[src/rtl/tsmem_pkg.sv]
// rtl/tsmem_pkg.sv - shared constants and types for the timestamp memory arbiter
package tsmem_pkg;

    localparam int DVS_WIDTH_DEF  = 346;
    localparam int DVS_HEIGHT_DEF = 260;
    localparam int DEPTH          = DVS_WIDTH_DEF * DVS_HEIGHT_DEF;
    localparam int W_ADDR         = $clog2(DEPTH);

    typedef enum logic [1:0] {
        CLEAR,
        SERVE,
        DRAIN
    } state_t;

    typedef enum logic [1:0] {
        OWN_NONE,
        OWN_ACT,
        OWN_HOST
    } owner_t;

endpackage

[src/rtl/tsmem_owner_pipe.sv]
// rtl/tsmem_owner_pipe.sv - read-owner tag shift register and read-return demux
module tsmem_owner_pipe
    import tsmem_pkg::*;
#(
    parameter int WORD_SIZE = 18,
    parameter int READ_LAT  = 2
)(
    input  logic                 clk,
    input  logic                 rst,
    input  logic [1:0]           issue_tag,
    output logic                 busy,
    input  logic                 mem_rvld1,
    input  logic                 mem_rvld2,
    input  logic [WORD_SIZE-1:0] mem_rdata1,
    input  logic [WORD_SIZE-1:0] mem_rdata2,
    output logic                 act_rvld1,
    output logic                 act_rvld2,
    output logic [WORD_SIZE-1:0] act_rdata1,
    output logic [WORD_SIZE-1:0] act_rdata2,
    output logic                 host_rvld,
    output logic [WORD_SIZE-1:0] host_rdata
);

    owner_t in_tag;
    owner_t tail;
    owner_t tags [READ_LAT];

    // issue_tag describes the read on the memory bus this cycle, so the tail
    // lines up with the data READ_LAT cycles later
    assign in_tag = owner_t'(issue_tag);
    assign tail   = tags[READ_LAT-1];

    // Shift owner tags one stage per memory cycle
    always_ff @(posedge clk or posedge rst) begin
        if (rst) begin
            for (int i = 0; i < READ_LAT; i++) tags[i] <= OWN_NONE;
        end else begin
            tags[0] <= in_tag;
            for (int i = 1; i < READ_LAT; i++) tags[i] <= tags[i-1];
        end
    end

    // Any read on the bus or in flight keeps the pipe busy
    always_comb begin
        busy = (in_tag != OWN_NONE);
        for (int i = 0; i < READ_LAT; i++) begin
            if (tags[i] != OWN_NONE) busy = 1'b1;
        end
    end

    // Route returning data to its owner; untagged returns are dropped
    always_comb begin
        act_rvld1  = 1'b0;
        act_rvld2  = 1'b0;
        act_rdata1 = '0;
        act_rdata2 = '0;
        host_rvld  = 1'b0;
        host_rdata = '0;
        case (tail)
            OWN_ACT: begin
                act_rvld1  = mem_rvld1;
                act_rvld2  = mem_rvld2;
                act_rdata1 = mem_rdata1;
                act_rdata2 = mem_rdata2;
            end
            OWN_HOST: begin
                host_rvld  = mem_rvld1;
                host_rdata = mem_rdata1;
            end
            default: ;
        endcase
    end

endmodule

[src/rtl/tsmem_arbiter.sv]
// rtl/tsmem_arbiter.sv - timestamp memory clear sweep and act/host arbiter; host port enabled by TSMEM_HOST_EN
module tsmem_arbiter
    import tsmem_pkg::*;
#(
    parameter int DVS_WIDTH     = DVS_WIDTH_DEF,
    parameter int DVS_HEIGHT    = DVS_HEIGHT_DEF,
    parameter int WORD_SIZE     = 18,
    parameter int READ_LAT      = 2,
    parameter int HOST_MAX_WAIT = 15,
    localparam int DEPTH        = DVS_WIDTH * DVS_HEIGHT,
    localparam int W_ADDR       = $clog2(DEPTH)
)(
    input  logic                 clk,
    input  logic                 rst,
    input  logic                 clear_req,
    output logic                 init_done,
    input  logic                 act_req,
    input  logic                 act_rw,
    input  logic [W_ADDR-1:0]    act_addr1,
    input  logic [W_ADDR-1:0]    act_addr2,
    input  logic [WORD_SIZE-1:0] act_wdata,
    output logic                 act_gnt,
    output logic                 act_rvld1,
    output logic                 act_rvld2,
    output logic [WORD_SIZE-1:0] act_rdata1,
    output logic [WORD_SIZE-1:0] act_rdata2,
    input  logic                 host_req,
    input  logic                 host_rw,
    input  logic [W_ADDR-1:0]    host_addr,
    input  logic [WORD_SIZE-1:0] host_wdata,
    output logic                 host_gnt,
    output logic                 host_rvld,
    output logic [WORD_SIZE-1:0] host_rdata,
    output logic                 mem_cen,
    output logic                 mem_rw,
    output logic [W_ADDR-1:0]    mem_addr1,
    output logic [W_ADDR-1:0]    mem_addr2,
    output logic [WORD_SIZE-1:0] mem_wdata,
    input  logic                 mem_rvld1,
    input  logic                 mem_rvld2,
    input  logic [WORD_SIZE-1:0] mem_rdata1,
    input  logic [WORD_SIZE-1:0] mem_rdata2
);

    localparam logic [W_ADDR-1:0] LAST_PTR = W_ADDR'(DEPTH - 2);
    localparam logic [W_ADDR-1:0] TOP_ADDR = W_ADDR'(DEPTH - 1);

    state_t                 state;
    logic [W_ADDR-1:0]      clr_ptr;
    logic                   host_win;
    logic                   pipe_busy;
    logic                   pipe_host_rvld;
    logic [WORD_SIZE-1:0]   pipe_host_rdata;
    owner_t                 issue_tag;

`ifdef TSMEM_HOST_EN
    localparam int W_STARVE = $clog2(HOST_MAX_WAIT + 2);

    logic [W_STARVE-1:0]    starve_cnt;
    logic                   host_pend;
    logic                   host_force;

    // host_gnt high means the held request is the one just served
    assign host_pend  = host_req && !host_gnt;
    assign host_force = host_pend && (starve_cnt == W_STARVE'(HOST_MAX_WAIT));
    assign host_win   = host_pend && (!act_req || host_force);

    // Count cycles a pending host request loses to the activation engine
    always_ff @(posedge clk or posedge rst) begin
        if (rst) begin
            starve_cnt <= '0;
        end else if (state == SERVE && !clear_req) begin
            if (host_win)
                starve_cnt <= '0;
            else if (host_pend && act_req)
                starve_cnt <= starve_cnt + W_STARVE'(1);
        end
    end

    assign host_rvld  = pipe_host_rvld;
    assign host_rdata = pipe_host_rdata;
`else
    logic unused_host;

    assign host_win    = 1'b0;
    assign host_rvld   = 1'b0;
    assign host_rdata  = '0;
    assign unused_host = ^{host_req, host_rw, host_addr, host_wdata, pipe_host_rvld, pipe_host_rdata};
`endif

    // Only reads currently on the bus get an owner tag
    assign issue_tag = (act_gnt && mem_rw)  ? OWN_ACT  :
                       (host_gnt && mem_rw) ? OWN_HOST : OWN_NONE;

    // Clear sweep, grant selection and registered memory bus
    always_ff @(posedge clk or posedge rst) begin
        if (rst) begin
            state     <= CLEAR;
            clr_ptr   <= '0;
            init_done <= 1'b0;
            mem_cen   <= 1'b1;
            mem_rw    <= 1'b1;
            mem_addr1 <= '0;
            mem_addr2 <= '0;
            mem_wdata <= '0;
            act_gnt   <= 1'b0;
            host_gnt  <= 1'b0;
        end else begin
            act_gnt  <= 1'b0;
            host_gnt <= 1'b0;
            mem_cen  <= 1'b1;
            case (state)
                CLEAR: begin
                    mem_cen   <= 1'b0;
                    mem_rw    <= 1'b0;
                    mem_wdata <= '0;
                    mem_addr1 <= clr_ptr;
                    mem_addr2 <= (clr_ptr == TOP_ADDR) ? TOP_ADDR : clr_ptr + W_ADDR'(1);
                    if (clr_ptr >= LAST_PTR) begin
                        state     <= SERVE;
                        init_done <= 1'b1;
                        clr_ptr   <= '0;
                    end else begin
                        clr_ptr <= clr_ptr + W_ADDR'(2);
                    end
                end
                SERVE: begin
                    if (clear_req) begin
                        state <= DRAIN;
                    end else if (host_win) begin
                        host_gnt  <= 1'b1;
                        mem_cen   <= 1'b0;
                        mem_rw    <= host_rw;
                        mem_addr1 <= host_addr;
                        mem_wdata <= host_wdata;
                    end else if (act_req) begin
                        act_gnt   <= 1'b1;
                        mem_cen   <= 1'b0;
                        mem_rw    <= act_rw;
                        mem_addr1 <= act_addr1;
                        mem_addr2 <= act_addr2;
                        mem_wdata <= act_wdata;
                    end
                end
                DRAIN: begin
                    if (!pipe_busy) begin
                        state     <= CLEAR;
                        clr_ptr   <= '0;
                        init_done <= 1'b0;
                    end
                end
                default: state <= CLEAR;
            endcase
        end
    end

    tsmem_owner_pipe #(
        .WORD_SIZE (WORD_SIZE),
        .READ_LAT  (READ_LAT)
    ) u_owner_pipe (
        .clk        (clk),
        .rst        (rst),
        .issue_tag  (issue_tag),
        .busy       (pipe_busy),
        .mem_rvld1  (mem_rvld1),
        .mem_rvld2  (mem_rvld2),
        .mem_rdata1 (mem_rdata1),
        .mem_rdata2 (mem_rdata2),
        .act_rvld1  (act_rvld1),
        .act_rvld2  (act_rvld2),
        .act_rdata1 (act_rdata1),
        .act_rdata2 (act_rdata2),
        .host_rvld  (pipe_host_rvld),
        .host_rdata (pipe_host_rdata)
    );

endmodule

[config.mk]
export PLATFORM = sky130hd
export DESIGN_NAME = tsmem_arbiter
export DESIGN_NICKNAME = d
export VERILOG_FILES = /design/src/rtl/tsmem_pkg.sv /design/src/rtl/tsmem_owner_pipe.sv /design/src/rtl/tsmem_arbiter.sv
export SDC_FILE = /design/constraint.sdc
export NUM_CORES = 1
export LEC_CHECK = 0
export ABC_AREA = 0
export BUFFER_PORTS_ARGS = -buffer_cell sky130_fd_sc_hd__buf_2
export CORE_ASPECT_RATIO = 0.75
export CORE_MARGIN = 5
export CORE_UTILIZATION = 43
export CTS_CLUSTER_SIZE = 12
export DETAILED_ROUTE_END_ITERATION = 12
export MAX_ROUTING_LAYER = met4
export PLACE_DENSITY = 0.9
export SYNTH_ARGS = -nofsm -noshare
export SYNTH_HDL_FRONTEND = slang
export SYNTH_SLANG_ARGS = --single-unit
export TNS_END_PERCENT = 1
[constraint.sdc]
create_clock -name clk -period 3.3 [get_ports clk]
set_clock_uncertainty 0.2 [all_clocks]
set_input_delay 0.33 -clock clk [delete_from_list [all_inputs] [get_ports clk]]
set_output_delay 0.33 -clock clk [all_outputs]
set_load 0.05 [all_outputs]
=== Word level (Yosys, flattened, before mapping) ===
Cells that the tools add are included.
Widths: inputs -> output; s select.

* Flip-flop bits (word level): 77
* RAM bits: 0
* Bits in read-only memories: 0
* Bits of input ports: 132
* Output and inout bits: 114
* Word-level logic and storage cells: 70
* Bits in latches: 0
* Memories: 0

* Shift operators: 0
* Muxes and demuxes: 36
* Bitwise logic cells: 0
* Divide/modulo/power cells: 0
* Add/subtract/negate cells: 2
* $mul: 0
* $lt $le $gt $ge: 1
* Reductions and logical operators: 11
* Eq/ne operators: 9

{| class="wikitable"
|+ Operators by type and width
! kind !! count
|-
| $mux 17 || 7
|-
| $pmux 17 s2 || 3
|-
| $mux 18 || 4
|-
| $pmux 18 s2 || 1
|-
| $add 17x1->17 const B || 1
|-
| $add 17x2->17 const B || 1
|-
| $eq 17x17->1 const B || 1
|-
| $ge 17x17->1 const B || 1
|-
| $mux 1 || 14
|-
| $ne 2x2->1 const B || 5
|-
| $reduce_bool 2->1 || 5
|-
| $reduce_and 3->1 || 3
|-
| $mux 2 || 3
|-
| $pmux 1 s2 || 3
|-
| $pmux 2 s3 || 1
|-
| $eq 2x1->1 const B || 1
|-
| $eq 2x2->1 const B || 1
|-
| $logic_not 2->1 || 1
|-
| $reduce_and 2->1 || 1
|-
| $eq 1x1->1 const B || 1
|-
| $logic_and 1x1->1 || 1
|}

=== Logic depth before layout (Yosys ltp) ===
Gate-level depths: netlist of run 1.

* Depth in word-level cells: 7
* Mapped depth: 7
* Depth with buffers taken out: 6

=== By module ===
From an unflattened synthesis of run 1, not the netlist that was laid out.

* Cells, all modules: 422
* Area, all modules: 3967.6 µm²

{| class="wikitable"
|+ Modules (own cells, without submodules)
! module !! seq. area each (µm²) !! instances !! cells an instance !! area an instance (µm²)
|-
| tsmem_arbiter || 1854.3 || 1 || 350 || 3448.3
|-
| tsmem_owner_pipe || 100.1 || 1 || 72 || 519.2
|}

=== Least setup slack after synthesis of run 1 ===
No wires, ideal clock.

* Kind: reg-to-reg
* Start: reg act_gnt
* End: reg clr_ptr[6]
* Library setup time: 0.119 ns
* Path buffers: 1
* Setup slack: 1.167 ns
* Arrival time: 1.814 ns
* Stages on the path, launching flop included: 6
* Period minus slack after synthesis: 2.133 ns
* Required time: 2.981 ns
* Path through: dfrtp_1 a211o_1 or3b_2 o31ai_4 buf_6 nor2_2

* Word-level cells in the longest chain between the ends: 7

{| class="wikitable"
|+ Ends and longest elaborated chain
! item !! line !! text
|-
| from (decl) || tsmem_arbiter.sv:22 || <nowiki>output logic act_gnt,</nowiki>
|-
| from (signal assigned) || tsmem_arbiter.sv:106 || <nowiki>act_gnt <= 1'b0;</nowiki>
|-
| from (signal assigned) || tsmem_arbiter.sv:109 || <nowiki>act_gnt <= 1'b0;</nowiki>
|-
| from (signal assigned) || tsmem_arbiter.sv:137 || <nowiki>act_gnt <= 1'b1;</nowiki>
|-
| $logic_and 1x1->1 || tsmem_arbiter.sv:92 || <nowiki>assign issue_tag = (act_gnt && mem_rw) ? OWN_ACT :</nowiki>
|-
| $mux 1 || tsmem_arbiter.sv:92 ||
|-
| $reduce_bool 2->1 || tsmem_owner_pipe.sv:45 || <nowiki>busy = (in_tag != OWN_NONE);</nowiki>
|-
| $mux 1 (2 in series) || tsmem_owner_pipe.sv:47 || <nowiki>if (tags[i] != OWN_NONE) busy = 1'b1;</nowiki>
|-
| $ne 2x2->1 (no line) || n/a ||
|-
| $reduce_and 2->1 (no line) || n/a ||
|-
| to (signal assigned) || tsmem_arbiter.sv:124 || <nowiki>clr_ptr <= clr_ptr + W_ADDR'(2);</nowiki>
|-
| to (decl) || tsmem_arbiter.sv:49 || <nowiki>logic [W_ADDR-1:0] clr_ptr;</nowiki>
|}

Every way passes these cells.
A chain may end at the register's enable or synchronous reset.

=== Final worst setup path of run 1 ===
* Start: reg clr_ptr[1]
* End: reg clr_ptr[15]

* Word-level cells in the longest chain between the ends: 3
* Elaborated cells on any way between the ends: 4
* Classes of those cells: 1 x add/sub; 1 x order compare; 2 x mux

{| class="wikitable"
|+ Ends and longest elaborated chain
! item !! line !! text
|-
| $add 17x2->17 / $ge 17x17->1 (equally long branches) || tsmem_arbiter.sv:124, tsmem_arbiter.sv:119 ||
|-
| $mux 17 (*) || tsmem_arbiter.sv:119 || <nowiki>if (clr_ptr >= LAST_PTR) begin</nowiki>
|-
| $pmux 17 s2 (*) || tsmem_arbiter.sv:112 || <nowiki>case (state)</nowiki>
|}

Every way passes the cells marked *; elsewhere a longest branch is shown, timed or not.

==> summary.txt, run 1 <==
outcome: completed
share of cells above drive strength 1: 41.18%
Routed Antenna Nets: 0
Final period util: 76.73%
gpl congestion: 0.9327
Synth warnings: 0
Worst-path clk slew: 60 ps
Worst R2R Setup Slack: 770 ps
CTS tree: yes
Pleak: 2.715 nW
antenna violations before repair: 0
fin. max-slew vios: 0
Post-Synth Adder-Cell Area: 0.3300%
Post-Synth Simple-Gate Area: 20.89%
CP max FO: 12
worst r2r path cells: 6
total negative slack: 0 ps
Starting Density: 44.46%
H-Tree Depth: 3
Final min period: 2532 ps
Pwr Total: 2.966 mW
average wire per standard cell: 17.05 um
Crit Path Category: flop to flop
DRT iter0 DRCs: 287
Sink Count: 76
Syn Area/Cell: 9.847 um2
Final Hold Fails: 0
Hold Path Class: input port to flop
post-synth top area share: 48.84%
Setup crit end: clr_ptr[15]$_DFFE_PP0P_
vias in the first global route: 3621
Placed Instances: 662
WP data arrival: 2520 ps
metal3 WL: 1025 um
delay-heaviest family, CP: compound AO/OA/AOI/OAI gates
filler cell count: 691
Area growth syn-to-layout: 35.58%
maximum VDD drop: 893.6 uV
critical-path cell list: ha_1 > o311ai_2 > a2111oi_4 > nor3_2 > o31ai_4 > nor2_1
vias per cell: 5.192
largest net degree at the start of global routing: 43
Slew @ Worst Pin: 935.7 ps
first-pass GRT wire length: 18620 um
slowest CP cell: o31ai_4
Max Clk Rate: 394.9 MHz
Rel. slew slack: 37.55%
Num CTS Buffers: 9
GRT Residual Overflow: 0
detailed placement HPWL: 8490 um
die area: 10810 um2
antenna cells: 0
Seq cells post-synth: 76
Post-Syn Instances: 385
Critical path origin: clr_ptr[1]$_DFFE_PP0P_
top cells by area, synth: dfrtp_1 49%, and2_1 8.6%, a21oi_1 4.8%, a22o_1 4.6%, o21ai_0 4.6%
worst path required time: 3290 ps
met1 wire length: 4543 um
post-synth top area cell: dfrtp_1
RSZ-0062 raised after global routing: false
sequential area share after synthesis: 50.23%
Hold Slack: 6.998 ps
Compound-Gate Fraction of Synth Area: 18.32%
mux share of post-synthesis cell area: 0.2970%
Worst Setup End Kind: flop
setup violators final: 0
Top Metal Used: met4
Core Util, Final: 60.28%
router iterations before antenna repair: 5
row count: 29
critical path depth: 6
Post-synth ARST share: 100.0%
CP max stage delay: 620 ps
Buffers & Inverters on Critical Path: 0
Hold Buf Count CTS: 7
Top FF cell, synth: dfrtp_1
Worst setup SP type: flop
setup bufs post-CTS: 0
Met2 Wirelength: 5807 um
clk_lat worst skew: 340 ps
via count: 3562
max_cap viols: 0
final wirelength: 11700 um
Remaining DRCs: 0
Nets: 706
CTS Buffer Depth: 2
R2R Path End: clr_ptr[15]$_DFFE_PP0P_
Total GRT Usage: 21.88%
CTS resizes: 0
post-synthesis cell type count: 46
Die H: 91.32 um
root buf cell: clkbuf_16
main combinational cell family by area after synthesis: simple AND/OR/NAND/NOR gates
Post-synth EDFFs: 0
Port-buffer cells: 188
Synth Area in XOR/XNOR: 2.541%
Final Non-Filler Cells: 686
core area: 8527 um2
synthesized area: 3791 um2
pwr dens: 577.0 nW/um2
reg2reg start: clr_ptr[1]$_DFFE_PP0P_
Die X: 118.4 um
# IOs: 246
layout make-up:
class / count / area (um2) / share of cell area [%]
multi-input combinational: 278 / 1688 / 32.84
tap: 108 / 135.1 / 2.629
inverter: 7 / 26.28 / 0.5112
clock buffer: 9 / 225.2 / 4.382
sequential: 76 / 1904 / 37.05
timing repair buffer: 201 / 1059 / 20.59
clock inverter: 7 / 102.6 / 1.996
worst min path at each step:
stage                                         startpoint                        endpoint  slack [ps]  cells after the start
after global routing                       act_wdata[17]       mem_wdata[17]$_DFFE_PP0P_         0.4                      2
after floorplan           u_owner_pipe.tags[2]$_DFF_PP0_  u_owner_pipe.tail[0]$_DFF_PP0_         150                      0
after detailed placement  u_owner_pipe.tags[2]$_DFF_PP0_  u_owner_pipe.tail[0]$_DFF_PP0_         160                      0
after CTS                                   act_wdata[9]        mem_wdata[9]$_DFFE_PP0P_         0.8                      2
final                                       act_wdata[5]        mem_wdata[5]$_DFFE_PP0P_           7                      2
after global placement    u_owner_pipe.tags[2]$_DFF_PP0_  u_owner_pipe.tail[0]$_DFF_PP0_         160                      0
sequential cells by signal, summed over array words and instances (netlist names):
signal	cells
mem_cen	1
clr_ptr	16
u_owner_pipe.tags	1
state	2
u_owner_pipe.tail	1
mem_addr1	17
mem_rw	1
act_gnt	1
init_done	1
mem_wdata	18
mem_addr2	17
cell families after synthesis:
kind of cell | count (synthesis)
buf+inv | 50
other cells | 1
simple gates | 141
xor+xnor | 11
flops | 76
mux | 1
compound gates | 104
fa+ha+maj | 1
power breakdown:
part	switching, mW	internal (mW)
registers	0.111	1.04
clock network	0.413	0.674
logic	0.523	0.200
metrics by stage:
step / instance area [um2] / worst slack [ps]
after floorplan: 3862 / 835.0
after global placement: 4732 / 796.8
after detailed placement: 4732 / 735.1
after CTS: 5130 / 739.1
after global routing: 5140 / 617.4
final: 5140 / 767.9
layer usage:
metal	global-route usage [%]	vias up
li1	-	1660
met1	26.58	1698
met2	34.78	175
met3	6.770	29
met4	7.649	0
met5	-	-
worst reg2reg max path, cell delays in order (launching register included):
cell	delay, ps
dfrtp_1	410
ha_1	340
o311ai_2	150
a2111oi_4	420
nor3_2	140
o31ai_4	620
nor2_1	110
layout by cell type, fill, tap and decap left out, drive strengths merged, types with 3 or more instances in the layout:
master	count
and2	54
o21ai	35
dfrtp	74
clkbuf	9
nor3	5
conb	20
a21o	3
dlygate4sd3	8
xnor2	6
nand2	38
a22o	20
a21oi	36
nor2	20
nand4	4
nand3	7
xor2	5
buf	193
inv	11
cells in the mapped netlist (all sizes together) (2+ instances only):
library cell / instances
nor3: 5
nand2: 38
a211oi: 2
buf: 27
o21ai: 35
and3: 2
dfrtp: 74
a21oi: 36
a22o: 20
nor4: 2
and2: 54
clkbuf: 16
nand4b: 2
nand3: 7
dfstp: 2
a21o: 3
inv: 7
nor2: 20
a2111oi: 2
xor2: 5
xnor2: 6
nand2b: 2
nand4: 4
No activity file was read; power rests on OpenSTA's default activity.
==> inputs of run 2 (changes only) <==
==> constraint.sdc (replaced) <==
create_clock -name clk -period 2.6 [get_ports clk]
set_clock_uncertainty 0.2 [all_clocks]
set_input_delay 0.26 -clock clk [delete_from_list [all_inputs] [get_ports clk]]
set_output_delay 0.26 -clock clk [all_outputs]
set_load 0.05 [all_outputs]
==> run 2 against run 1 <==
Against the previous run: first-iteration DRC count is 7.0% lower; largest cell class unchanged; critical path depth up 1; non-clock buffer count up 17; sequential power rose by 26%; critical endpoint is now clr_ptr[12]$_DFFE_PP0P_; combinational power grew 29%; global-route usage is 0.85 points lower; count of clock-buffer cells in the layout stayed put; hold slack improved by 3.7 ps; largest power group unchanged.
==> summary.txt, run 2 (synthesis gave the netlist of run 1 again) <==
GRT Residual Overflow: 0
slowest CP cell: dfrtp_1
router iterations before antenna repair: 5
Rel. slew slack: 52.93%
Clock Power Share: 33.1%
Hold Path Class: input port to flop
CTS Buffer Depth: 2
Hold Buf Count CTS: 23
final wirelength: 11480 um
share of cells above drive strength 1: 40.34%
commonest non-fill, non-tap cell in the layout: buf_2
average wire per standard cell: 16.30 um
die area: 10810 um2
Pleak: 2.773 nW
Buffers & Inverters on Critical Path: 1
Worst Setup End Kind: flop
critical-path cell list: ha_1 > o311ai_2 > a2111oi_4 > nor3_2 > o31ai_4 > buf_4 > a211oi_1
detailed placement HPWL: 8445 um
Final Hold Fails: 0
max_cap viols: 0
DP Area: 4772 um2
Largest Register: mem_wdata
setup violators final: 0
# IOs: 246
fin. max-slew vios: 0
Int Pwr: 2.255 mW
via count: 3608
Final min period: 2324 ps
Top Registers: mem_wdata: 18 flops, mem_addr1: 17 flops, mem_addr2: 17 flops
Area growth syn-to-layout: 39.41%
Starting Density: 44.46%
Worst setup SP type: flop
vias per cell: 5.125
CP max stage delay: 420 ps
Remaining DRCs: 0
worst path required time: 2650 ps
DRT iter0 DRCs: 267
core area: 8527 um2
H-Tree Depth: 3
largest net degree at the start of global routing: 62
Worst-path clk slew: 70 ps
pwr dens: 677.4 nW/um2
final instance area: 5285 um2
clk_lat worst skew: 330 ps
CP max FO: 12
setup bufs post-CTS: 0
Sink Count: 76
root buf cell: clkbuf_16
Net Sw Frac: 37.02%
vias in the first global route: 3591
Net Switching: 1.325 mW
outcome: completed
total negative slack: 0 ps
RSZ-0062 raised after global routing: false
maximum VDD drop: 723.0 uV
gpl congestion: 0.9023
Max Clk Rate: 430.3 MHz
most frequent cells in the layout: 188 x buf_2, 74 x dfrtp_1, 52 x and2_1
delay-heaviest family, CP: compound AO/OA/AOI/OAI gates
Total GRT Usage: 21.03%
Slew @ Worst Pin: 702.9 ps
CTS tree: yes
Die X: 118.4 um
row count: 29
combinational group share of total power: 26.1%
CTS resizes: 0
first-pass GRT wire length: 18260 um
Die H: 91.32 um
sequential power share: 40.9%
Final period util: 89.38%
WP data arrival: 2370 ps
antenna violations before repair: 1
Nets: 723
Port-buffer cells: 188
Num CTS Buffers: 9
Routed Antenna Nets: 0
Crit Path Category: flop to flop
number of flip-flops under the largest register name: 18
==> run 2: cell count changes in the layout (fill, tap and decap cells not counted) <==
cell           change
dlygate4sd3_1     +15
buf_12             +2
bufinv_16          -2
clkinv_2           +1
clkinvlp_4         +1
diode_2            +1
==> run 2: area by class of cell <==
type                       instances  area, um2
timing repair buffer             218       1249
sequential                        76       1904
tap                              108      135.1
antenna                            1      2.502
inverter                           7      26.28
fill                             669       3242
multi-input combinational        278       1688
clock inverter                     7      55.05
clock buffer                       9      225.2
==> run 2: path summary, 6_finish.rpt <==
check                                          startpoint                              to  slack [ps]  cells after the start
min reg2reg                u_owner_pipe.tags[2]$_DFF_PP0_  u_owner_pipe.tail[0]$_DFF_PP0_         180                      0
min in group asynchronous                             rst        mem_addr2[0]$_DFFE_PP0P_         360                      3
min                                         act_addr1[10]       mem_addr1[10]$_DFFE_PP0P_          10                      3
max                                clr_ptr[1]$_DFFE_PP0P_         clr_ptr[12]$_DFFE_PP0P_         280                      7
max reg2reg                        clr_ptr[1]$_DFFE_PP0P_         clr_ptr[12]$_DFFE_PP0P_         280                      7
max in group asynchronous                             rst              mem_rw$_DFFE_PP1P_        1120                      4
==> run 2: per-stage QoR <==
| stage | cells | hold WS (ps) | setup slack (ps) | power [mW] | util [%] |
|---|---|---|---|---|---|
| 6_report | 704 | 10.72 | 276.1 | 3.580 | 61.98 |
| 5_1_grt | 704 | 31.53 | 69.25 | 3.707 | 61.98 |
| 4_1_cts | 703 | 9.455 | 265.8 | 3.592 | 61.95 |
| 3_5_place_dp | 664 | 169.2 | 274.0 | 2.384 | 55.96 |
| 3_3_place_gp | 664 | 158.9 | 352.5 | 2.349 | 55.96 |
| 2_1_floorplan | 404 | 154.9 | 205.0 | 2.128 | - |
==> run 2: power by group through the flow <==
| stage | Clock, mW | Sequential [mW] | Combinational (mW) |
|---|---|---|---|
| 6_report | 1.18 | 1.46 | 0.933 |
| 3_5_place_dp | 0 | 1.48 | 0.903 |
| 2_1_floorplan | 0 | 1.80 | 0.331 |
| 5_1_grt | 1.24 | 1.49 | 0.982 |
| 4_1_cts | 1.20 | 1.46 | 0.933 |
| 3_3_place_gp | 0 | 1.46 | 0.888 |
==> run 2: routing by layer <==
layer  vias up  part of all wire, %  global-route usage, %
met3        21                  8.2                  5.466
met4         0                  1.8                  6.421
met1      1717                   40                  25.69
met2       174                   50                  34.50
li1       1696                    -                      -
met5         -                    0                      -
==> run 2: tightest hold or removal path: stages <==
cell     delay (ps)
buf_2            80
a21oi_1          40
o21ai_0         130
==> inputs of run 3 (changes only) <==
--- a/config.mk
+++ b/config.mk
@@ -7,13 +7,16 @@
 export LEC_CHECK = 0
 export ABC_AREA = 0
 export BUFFER_PORTS_ARGS = -buffer_cell sky130_fd_sc_hd__buf_2
+export CELL_PAD_IN_SITES_DETAIL_PLACEMENT = 1
+export CELL_PAD_IN_SITES_GLOBAL_PLACEMENT = 2
 export CORE_ASPECT_RATIO = 0.75
 export CORE_MARGIN = 5
-export CORE_UTILIZATION = 43
+export CORE_UTILIZATION = 23
 export CTS_CLUSTER_SIZE = 12
 export DETAILED_ROUTE_END_ITERATION = 12
+export GPL_TIMING_DRIVEN = 0
 export MAX_ROUTING_LAYER = met4
-export PLACE_DENSITY = 0.9
+export PLACE_DENSITY = 0.89
 export SYNTH_ARGS = -nofsm -noshare
 export SYNTH_HDL_FRONTEND = slang
 export SYNTH_SLANG_ARGS = --single-unit
==> run 3 against run 2 <==
Against the previous run: clock power increased by 4%; flip-flop and latch count unchanged; combinational power increased by 4.0%; maximum frequency decreased by 3.6%; first-iteration DRC count decreased by 51%; non-clock buffer count increased by 45; power increased by 2.2%; via count increased by 1.9%; core utilization decreased by 27 points; hold slack about the same; critical endpoint is now clr_ptr[13]$_DFFE_PP0P_; largest cell class unchanged; largest power group unchanged.
==> summary.txt, run 3 (synthesis gave the netlist of run 1 again) <==
Buffers & Inverters on Critical Path: 1
CP max stage delay: 450 ps
Total GRT Usage: 14.72%
gpl congestion: 0.8509
slowest CP cell: a2111oi_4
Pleak: 2.946 nW
fin. max-slew vios: 0
Final Non-Filler Cells: 850
final instance area: 5703 um2
antenna cells: 0
Max Clk Rate: 415.0 MHz
WP data arrival: 2440 ps
largest net degree at the start of global routing: 62
Area growth syn-to-layout: 50.43%
pwr dens: 641.6 nW/um2
first-pass GRT wire length: 21410 um
met1 wire length: 6137 um
max_cap viols: 0
Worst R2R Setup Slack: 190 ps
clk_lat worst skew: 350 ps
Met2 Wirelength: 6794 um
vias per cell: 4.327
Remaining DRCs: 0
Largest Register: mem_wdata
Slew @ Worst Pin: 590.5 ps
Die H: 121.2 um
final wirelength: 13800 um
Port-buffer cells: 188
setup violators final: 0
outcome: completed
Sink Count: 76
Hold Path End: mem_addr2[2]$_DFFE_PP0P_
most frequent cells in the layout: 193 x buf_2, 74 x dfrtp_1, 52 x and2_1
row count: 40
hold path cells: 3
Die X: 158.3 um
DP Area: 5096 um2
Nets: 768
Final period util: 92.69%
R2R Path End: clr_ptr[13]$_DFFE_PP0P_
CTS Buffer Depth: 2
Hold Path Class: input port to flop
critical-path cell list: ha_1 > o311ai_2 > a2111oi_4 > nor3_2 > o31ai_4 > buf_6 > nor2_2
Final Hold Fails: 0
# IOs: 246
Top Metal Used: met4
number of flip-flops under the largest register name: 18
maximum VDD drop: 272.9 uV
CP max FO: 10
Rel. slew slack: 60.63%
GRT Residual Overflow: 0
H-Tree Depth: 3
DRT iter0 DRCs: 131
core area: 16120 um2
Crit Path Category: flop to flop
die area: 19180 um2
CTS resizes: 0
CTS tree: yes
via count: 3678
commonest non-fill, non-tap cell in the layout: buf_2
Num CTS Buffers: 9
Routed Antenna Nets: 0
router iterations before antenna repair: 4
worst path required time: 2630 ps
Top Registers: mem_wdata: 18 flops, mem_addr1: 17 flops, mem_addr2: 17 flops
Worst-path clk slew: 60 ps
Final min period: 2410 ps
Worst setup SP type: flop
reg2reg start: clr_ptr[1]$_DFFE_PP0P_
delay-heaviest family, CP: compound AO/OA/AOI/OAI gates
detailed placement HPWL: 10820 um
metal3 WL: 717 um
worst r2r path cells: 7
RSZ-0062 raised after global routing: false
Hold Startpoint: act_addr2[2]
root buf cell: clkbuf_16
Core Util, Final: 35.39%
Placed Instances: 803
vias in the first global route: 3935
Starting Density: 23.52%
antenna violations before repair: 0
average wire per standard cell: 16.24 um
share of cells above drive strength 1: 40.16%
Worst Setup End Kind: flop
filler cell count: 1932
[run 3: layout make-up]
class	instances	area, um2	share of cell area (%)
Multi-Input combinational cell	278	1682	29.49
Sequential cell	76	1904	33.39
Clock inverter	7	65.06	1.141
Clock buffer	9	225.2	3.949
Inverter	7	28.78	0.5046
Buffer	42	246.5	4.322
Tap cell	210	262.8	4.607
Timing Repair Buffer	221	1289	22.60
[run 3: per-layer routing]
layer,vias to the layer above,global-route usage (%)
li1,1773,-
met1,1806,18.59
met2,88,24.37
met3,11,2.923
met4,0,3.676
met5,-,-
[run 3: repair_timing]
action	in CTS	in global routing
hold buffers	32	0
buffers inserted	0	0
endpoints found under the hold margin	106	0
endpoints found under the setup margin	0	28
[run 3: where the power goes]
group / switching [mW] / internal (mW)
clock network: 0.556 / 0.670
logic: 0.670 / 0.300
registers: 0.138 / 1.33
[run 3: how the worst max path moves through the flow]
| stage | end | startpoint | slack [ps] | depth (start not counted) |
|---|---|---|---|---|
| after floorplan | act_gnt$_DFF_PP0_ | rst | 200 | 1 |
| after global placement | mem_addr2[14]$_DFFE_PP0P_ | rst | -740 | 2 |
| after detailed placement | clr_ptr[10]$_DFFE_PP0P_ | clr_ptr[1]$_DFFE_PP0P_ | 200 | 7 |
| after CTS | mem_addr1[10]$_DFFE_PP0P_ | clear_req | 50 | 7 |
| after global routing | clr_ptr[13]$_DFFE_PP0P_ | clr_ptr[2]$_DFFE_PP0P_ | 60 | 7 |
| final | clr_ptr[13]$_DFFE_PP0P_ | clr_ptr[1]$_DFFE_PP0P_ | 190 | 7 |
[run 3: worst reg2reg max path: stages (launching register included)]
cell and delay [ps]:
dfrtp_1 420, ha_1 380, o311ai_2 160, a2111oi_4 450, nor3_2 140, o31ai_4 260, buf_6 230, nor2_2 60
[run 3: metrics by stage]
stage | worst slack (ps) | power (mW) | setup TNS [ps] | hold slack, ps
after floorplan | 205.0 | 2.128 | 0 | 154.9
after global placement | -736.3 | 2.384 | -54200 | 162.0
after detailed placement | 197.1 | 2.419 | 0 | 7.181
after CTS | 48.60 | 3.711 | 0 | 1.241
after global routing | 61.87 | 3.844 | 0 | 5.595
final | 190.2 | 3.659 | 0 | 10.69
